**src/rtl/fifo_pkg.sv**
```systemverilog
// Shared defaults and width helpers for param_fifo and its storage sub-module.
package fifo_pkg;

    localparam int DEF_WIDTH    = 16;
    localparam int DEF_DEPTH    = 16;
    localparam int DEF_AE_LEVEL = 2;

    // Occupancy has DEPTH+1 distinct values (0..DEPTH).
    function automatic int cnt_width(input int depth);
        return $clog2(depth + 1);
    endfunction

endpackage

```
**src/rtl/fifo_mem.sv**
```systemverilog
// WIDTH x DEPTH register array with one write port and one registered read port.
module fifo_mem #(
    parameter int WIDTH = 16,
    parameter int DEPTH = 16
) (
    input  logic                     clk,
    input  logic                     rst,
    input  logic                     wr_en_i,
    input  logic [$clog2(DEPTH)-1:0] wr_addr_i,
    input  logic [WIDTH-1:0]         wr_data_i,
    input  logic                     rd_en_i,
    input  logic [$clog2(DEPTH)-1:0] rd_addr_i,
    output logic [WIDTH-1:0]         rd_data_o
);

    logic [WIDTH-1:0] mem_q [DEPTH];
    logic [WIDTH-1:0] rd_data_q;

    // Storage is deliberately left out of reset; only the output register clears.
    always_ff @(posedge clk) begin
        if (wr_en_i) begin
            mem_q[wr_addr_i] <= wr_data_i;
        end
    end

    always_ff @(posedge clk or negedge rst) begin
        if (!rst) begin
            rd_data_q <= '0;
        end else if (rd_en_i) begin
            rd_data_q <= mem_q[rd_addr_i];
        end
    end

    assign rd_data_o = rd_data_q;

endmodule

```
**src/rtl/param_fifo.sv**
```systemverilog
// Synchronous FIFO: pointers, occupancy count and flags around a fifo_mem array.
// Define FIFO_ERR_FLAGS_EN to add sticky fifo_overflow / fifo_underflow outputs.
module param_fifo
    import fifo_pkg::*;
#(
    parameter int WIDTH    = DEF_WIDTH,
    parameter int DEPTH    = DEF_DEPTH,
    parameter int AF_LEVEL = DEPTH - 2,
    parameter int AE_LEVEL = DEF_AE_LEVEL
) (
    input  logic                          clk,
    input  logic                          rst,
    input  logic                          fifo_write,
    input  logic                          fifo_read,
    input  logic [WIDTH-1:0]              fifo_data_in,
    output logic [WIDTH-1:0]              fifo_data_out,
    output logic                          fifo_full,
    output logic                          fifo_empty,
    output logic                          fifo_almost_full,
    output logic                          fifo_almost_empty,
    output logic [cnt_width(DEPTH)-1:0]   fifo_count
`ifdef FIFO_ERR_FLAGS_EN
   ,output logic                          fifo_overflow,
    output logic                          fifo_underflow
`endif
);

    localparam int PTR_W = $clog2(DEPTH);
    localparam int CNT_W = cnt_width(DEPTH);

    typedef logic [PTR_W-1:0] ptr_t;
    typedef logic [CNT_W-1:0] cnt_t;

    localparam ptr_t PTR_LAST = ptr_t'(DEPTH - 1);
    localparam cnt_t CNT_FULL = cnt_t'(DEPTH);
    localparam cnt_t CNT_AF   = cnt_t'(AF_LEVEL);
    localparam cnt_t CNT_AE   = cnt_t'(AE_LEVEL);

    if (AE_LEVEL >= AF_LEVEL || AF_LEVEL > DEPTH) begin : g_cfg_err
        $error("param_fifo: thresholds must satisfy AE_LEVEL < AF_LEVEL <= DEPTH");
    end

    ptr_t wr_ptr_q, wr_ptr_d;
    ptr_t rd_ptr_q, rd_ptr_d;
    cnt_t count_q, count_d;
    logic full, empty;
    logic wr_acc, rd_acc;

    assign full   = (count_q == CNT_FULL);
    assign empty  = (count_q == '0);
    assign rd_acc = fifo_read & ~empty;
    // A read in the same cycle frees a slot, so a full FIFO can still take a write.
    assign wr_acc = fifo_write & (~full | rd_acc);

    always_comb begin
        wr_ptr_d = wr_ptr_q;
        rd_ptr_d = rd_ptr_q;
        count_d  = count_q;
        if (wr_acc) begin
            wr_ptr_d = (wr_ptr_q == PTR_LAST) ? '0 : wr_ptr_q + ptr_t'(1);
        end
        if (rd_acc) begin
            rd_ptr_d = (rd_ptr_q == PTR_LAST) ? '0 : rd_ptr_q + ptr_t'(1);
        end
        if (wr_acc && !rd_acc) begin
            count_d = count_q + cnt_t'(1);
        end else if (rd_acc && !wr_acc) begin
            count_d = count_q - cnt_t'(1);
        end
    end

    always_ff @(posedge clk or negedge rst) begin
        if (!rst) begin
            wr_ptr_q <= '0;
            rd_ptr_q <= '0;
            count_q  <= '0;
        end else begin
            wr_ptr_q <= wr_ptr_d;
            rd_ptr_q <= rd_ptr_d;
            count_q  <= count_d;
        end
    end

    fifo_mem #(
        .WIDTH (WIDTH),
        .DEPTH (DEPTH)
    ) u_mem (
        .clk       (clk),
        .rst       (rst),
        .wr_en_i   (wr_acc),
        .wr_addr_i (wr_ptr_q),
        .wr_data_i (fifo_data_in),
        .rd_en_i   (rd_acc),
        .rd_addr_i (rd_ptr_q),
        .rd_data_o (fifo_data_out)
    );

    assign fifo_full         = full;
    assign fifo_empty        = empty;
    assign fifo_almost_full  = (count_q >= CNT_AF);
    assign fifo_almost_empty = (count_q <= CNT_AE);
    assign fifo_count        = count_q;

`ifdef FIFO_ERR_FLAGS_EN
    logic ovf_q, ovf_d;
    logic unf_q, unf_d;

    assign ovf_d = ovf_q | (fifo_write & ~wr_acc);
    assign unf_d = unf_q | (fifo_read & ~rd_acc);

    always_ff @(posedge clk or negedge rst) begin
        if (!rst) begin
            ovf_q <= 1'b0;
            unf_q <= 1'b0;
        end else begin
            ovf_q <= ovf_d;
            unf_q <= unf_d;
        end
    end

    assign fifo_overflow  = ovf_q;
    assign fifo_underflow = unf_q;
`endif

endmodule

```
**config.mk**
```make
export PLATFORM = sky130hd
export DESIGN_NAME = param_fifo
export DESIGN_NICKNAME = d
export VERILOG_FILES = /design/src/rtl/fifo_pkg.sv /design/src/rtl/fifo_mem.sv /design/src/rtl/param_fifo.sv
export SDC_FILE = /design/constraint.sdc
export NUM_CORES = 1
export LEC_CHECK = 0
export CORE_MARGIN = 5
export CORE_UTILIZATION = 54
export CTS_CLUSTER_DIAMETER = 200
export CTS_CLUSTER_SIZE = 30
export DETAILED_ROUTE_END_ITERATION = 16
export GPL_TIMING_DRIVEN = 0
export PLACE_DENSITY = 0.75
export SYNTH_ARGS = -nofsm -noshare
export SYNTH_HDL_FRONTEND = slang
export SYNTH_SLANG_ARGS = --single-unit
```
**constraint.sdc**
```tcl
create_clock -name clk -period 3.02 [get_ports clk]
set_input_delay 0.604 -clock clk [delete_from_list [all_inputs] [get_ports clk]]
set_output_delay 0.604 -clock clk [all_outputs]
set_load 0.01 [all_outputs]
```
==> results summary <==
The number of maximum-capacitance violations came out at 0. Summed over all cells, the static leakage comes to 4.160 nW. Sequential cells were found to cover 75.89% of the synthesized design area. In the synthesized netlist, the number of instances is 594.

Of all cell types, the one taking the most synthesized area is sky130_fd_sc_hd__edfxtp_1. The final critical path takes up 95.71% of the cycle. The internal reg-to-reg setup slack is 0.13 ns. STA classifies the critical path startpoint as a flip-flop. The total of warnings raised by yosys is 0. The placed instance area is 0.01214 mm^2. From synthesis to final layout, the design area changed by 13.05%. The global-route wire length before repair came out at 36,100 um. The post-detailed-placement half-perimeter wirelength came out at 16,030 um. In the post-synthesis netlist, the biggest area contributors are sky130_fd_sc_hd__edfxtp_1, sky130_fd_sc_hd__mux4_2, sky130_fd_sc_hd__dfrtp_1, sky130_fd_sc_hd__mux2i_1, sky130_fd_sc_hd__o22ai_1. Static timing analysis puts the maximum clock frequency at 0.3460 GHz. The initial DRC count is 588. Global routing finished with a remaining overflow of 0. The critical path is of the reg -> reg type. The number of buffers added on ports came out at 44. The final count of pins violating max slew came out at 0.

The repair_antennas step left the layout with diodes totalling 0. The proportion of register bits with asynchronous set or reset after synthesis is 10.18%. The run finished with clean final reports. The area share of the leading cell type in the synthesized netlist came out at 69.35%. The data required time of the critical path came out at 3.43 ns. The final wirelength is 24,140 um. The buffer levels on the longest clock path is 3. The number of synthesized register bits came out at 285.

The I/O pin count came out at 45. The number of design rule violations left after detail routing is 0. The net count of the mapped netlist is 624. The via count of the first global-routing pass is 5,912.

The number of rows created at floorplan came out at 52. The worst-case IR drop observed on VDD is 0.0004441 V. Counting I/O delays and the setup requirement, the final critical path takes 2.890 ns. The number of hold-slack violations in the final timing report came to 0.

For this design, the sink count on the clock tree is 285. The number of distinct standard cells referenced by the synthesized netlist came out at 39. For the worst-skew pair, the clock arrives at the later sink with an insertion delay of 0.48 ns.

The maximum level of the CTS H-tree is 1. Global routing consumed, over all layers together, 20.33% of the routing resources. For the worst setup path, the data arrival time is 3.30 ns. The vias after detailed routing came out at 5,801. The detailed-router iteration count before antenna repair came out at 5.

By instance count, the leading cell after synthesis is sky130_fd_sc_hd__edfxtp_1. The horizontal die dimension came out at 153.3 um. The final cell count without fillers is 947.

Counting cells, the worst reg-to-reg path comes to 11. The remaining antenna violation count came out at 0. The endpoint identified for the worst register-to-register timing path is fifo_count[4]$_DFFE_PN0P_. The setup-violating endpoint count in the final report is 0. The starting utilization of the core area is 54.79%. The floorplan die area is 0.02349 mm^2.

The area of the core is 0.02023 mm^2. The ratio of routed vias to standard cells came out at 6.126. The reg-to-reg startpoint is fifo_count[0]$_DFFE_PN0P_. The initial antenna violation count came out at 0. The worst-path maximum fanout is 11.

The root buffer cell is sky130_fd_sc_hd__clkbuf_16. The final design area excluding fillers came out at 0.01253 mm^2. The worst setup path is captured at a flip-flop. The clock edge transition at the registers on the reported setup and hold paths came out at 0.12 ns. The share of post-route cells with drive strength above 1 is 17.28%. The netlist area before placement came out at 0.01109 mm^2.

Entering global routing, the biggest net connects 32 pins. Counting flops with a built-in enable in the synthesized netlist gives 256. The CTS tree is yes. For this run, the leading register cell type out of synthesis is sky130_fd_sc_hd__edfxtp_1. Measured against its own limit, the worst slew margin works out to 34.91%. The total instance count after detailed placement is 925. For this design, the CTS-stage hold fixing added 0 buffers.

For the final database, setup skew stands at 0.02215 ns. After detailed routing, the average wire length per cell comes to 25.49 um. In the synthesized netlist, the cells that appear most often are sky130_fd_sc_hd__edfxtp_1, sky130_fd_sc_hd__mux2i_1, sky130_fd_sc_hd__mux4_2, sky130_fd_sc_hd__nor2_1, sky130_fd_sc_hd__o22ai_1. The slew of the pin with the lowest slew margin is 0.9710 ns. Setup repair after global routing left no endpoint under its margin.

The TritonCTS buffer count is 13. The average size of a mapped cell came out at 18.66 um^2. The power density relative to cell area is 843.0 mW/mm^2.

Power comes to 10.57 mW. The worst hold path belongs to the class in -> async. In the final design database the tool counted 701 nets.

The height of the chip came out at 153.3 um. Routability-driven placement finished with a final weighted congestion of 0.8456.
[cell families after synthesis]
group	synth area share (%)
AOI/OAI and AO/OA	4.639
xor gates and xnor gates	0.4740
adders and majority gates	1.196
buffers and inverters	1.738
DFF	75.89
muxes	12.79
and+or+nand+nor	3.273
[final cells by class]
| class | count | area [um^2] |
|---|---|---|
| inverter | 5 | 26.28 |
| sequential | 285 | 8417 |
| tap | 270 | 337.8 |
| clock buffer | 20 | 351.6 |
| fill | 1364 | 7702 |
| multi-input combinational | 273 | 2542 |
| buffer | 30 | 157.7 |
| clock inverter | 1 | 16.27 |
| timing repair buffer | 63 | 683.2 |
[state kept, by name, indices dropped and copies added, names as in the netlist]
signal,cells
fifo_count,5
u_mem.mem_q,256
rd_ptr_q,4
u_mem.rd_data_o,16
wr_ptr_q,4
[worst max path at each step]
stage	slack (ns)	from	cells past startpoint	to
4_1_cts	0.08	fifo_count[0]$_DFFE_PN0P_	11	fifo_count[4]$_DFFE_PN0P_
3_5_place_dp	-0.20	fifo_read	12	fifo_count[4]$_DFFE_PN0P_
5_1_grt	0.01	fifo_count[0]$_DFFE_PN0P_	11	fifo_count[4]$_DFFE_PN0P_
3_3_place_gp	-1.20	fifo_read	5	u_mem.mem_q[0][10]$_DFFE_PP_
2_1_floorplan	0.13	fifo_count[0]$_DFFE_PN0P_	12	fifo_count[4]$_DFFE_PN0P_
6_report	0.13	fifo_count[0]$_DFFE_PN0P_	11	fifo_count[4]$_DFFE_PN0P_
[report_power, final]
part | total [mW] | internal, mW | switching (mW)
logic | 3.55 | 1.58 | 1.98
clock network | 1.97 | 0.833 | 1.14
registers | 5.04 | 4.80 | 0.245
[placed cells by master (no fill, tap or decap), drive strengths merged]
| cell type | n |
|---|---|
| nor2 | 32 |
| inv | 6 |
| clkdlybuf4s50 | 43 |
| mux4 | 35 |
| mux2 | 1 |
| or3b | 1 |
| clkbuf | 28 |
| o21ai | 5 |
| o31ai | 1 |
| o22ai | 30 |
| mux2i | 61 |
| o211ai | 1 |
| xor2 | 1 |
| a22o | 1 |
| edfxtp | 256 |
| a21oi | 18 |
| a311oi | 1 |
| dfrtp | 29 |
| ha | 9 |
| or4 | 1 |
| nand3b | 2 |
| nand3 | 5 |
| nand2 | 17 |
| fa | 1 |
| o31a | 1 |
| a2111oi | 1 |
| a22oi | 15 |
| xnor2 | 5 |
| o21a | 1 |
| nand2b | 2 |
| nor2b | 1 |
| nor3 | 20 |
| a21o | 4 |
| buf | 42 |
[critical path: stages, from the launching register on]
cell and delay (ns):
sky130_fd_sc_hd__dfrtp_2 0.42, sky130_fd_sc_hd__or4_4 0.57, sky130_fd_sc_hd__o21a_1 0.20, sky130_fd_sc_hd__buf_6 0.16, sky130_fd_sc_hd__inv_8 0.11, sky130_fd_sc_hd__ha_2 0.19, sky130_fd_sc_hd__inv_2 0.07, sky130_fd_sc_hd__fa_2 0.36
sky130_fd_sc_hd__a21o_1 0.18, sky130_fd_sc_hd__a21oi_2 0.16, sky130_fd_sc_hd__mux2i_2 0.26, sky130_fd_sc_hd__xnor2_1 0.13
[through the flow]
step / util, % / setup slack, ns / hold WS (ns) / setup TNS, ns
after global routing: 61.93 / 0.01104 / 0.2193 / 0
after floorplan: - / 0.1261 / 0.3084 / 0
after global placement: 58.63 / -1.197 / 0.5100 / -124.78
final: 61.93 / 0.1296 / 0.1696 / 0
after CTS: 61.90 / 0.08082 / 0.1841 / 0
after detailed placement: 60.00 / -0.2039 / 0.5122 / -0.4259
[timing repair]
item                       in CTS  in global routing
setup buffers                   2                  0
pin swaps                       0                  1
resized for setup               7                  2
setup endpoints to repair       1                  1
hold endpoints to repair        0                  0
[metal layers]
metal | wire length (um) | track usage [%] | part of all wire (%)
met1 | 9777 | 28.01 | 41
met2 | 12390 | 35.52 | 51
met3 | 1430 | 2.064 | 5.9
met4 | 543 | 4.752 | 2.2
met5 | 0 | 0 | 0
No activity file was read; power rests on OpenSTA's default activity.
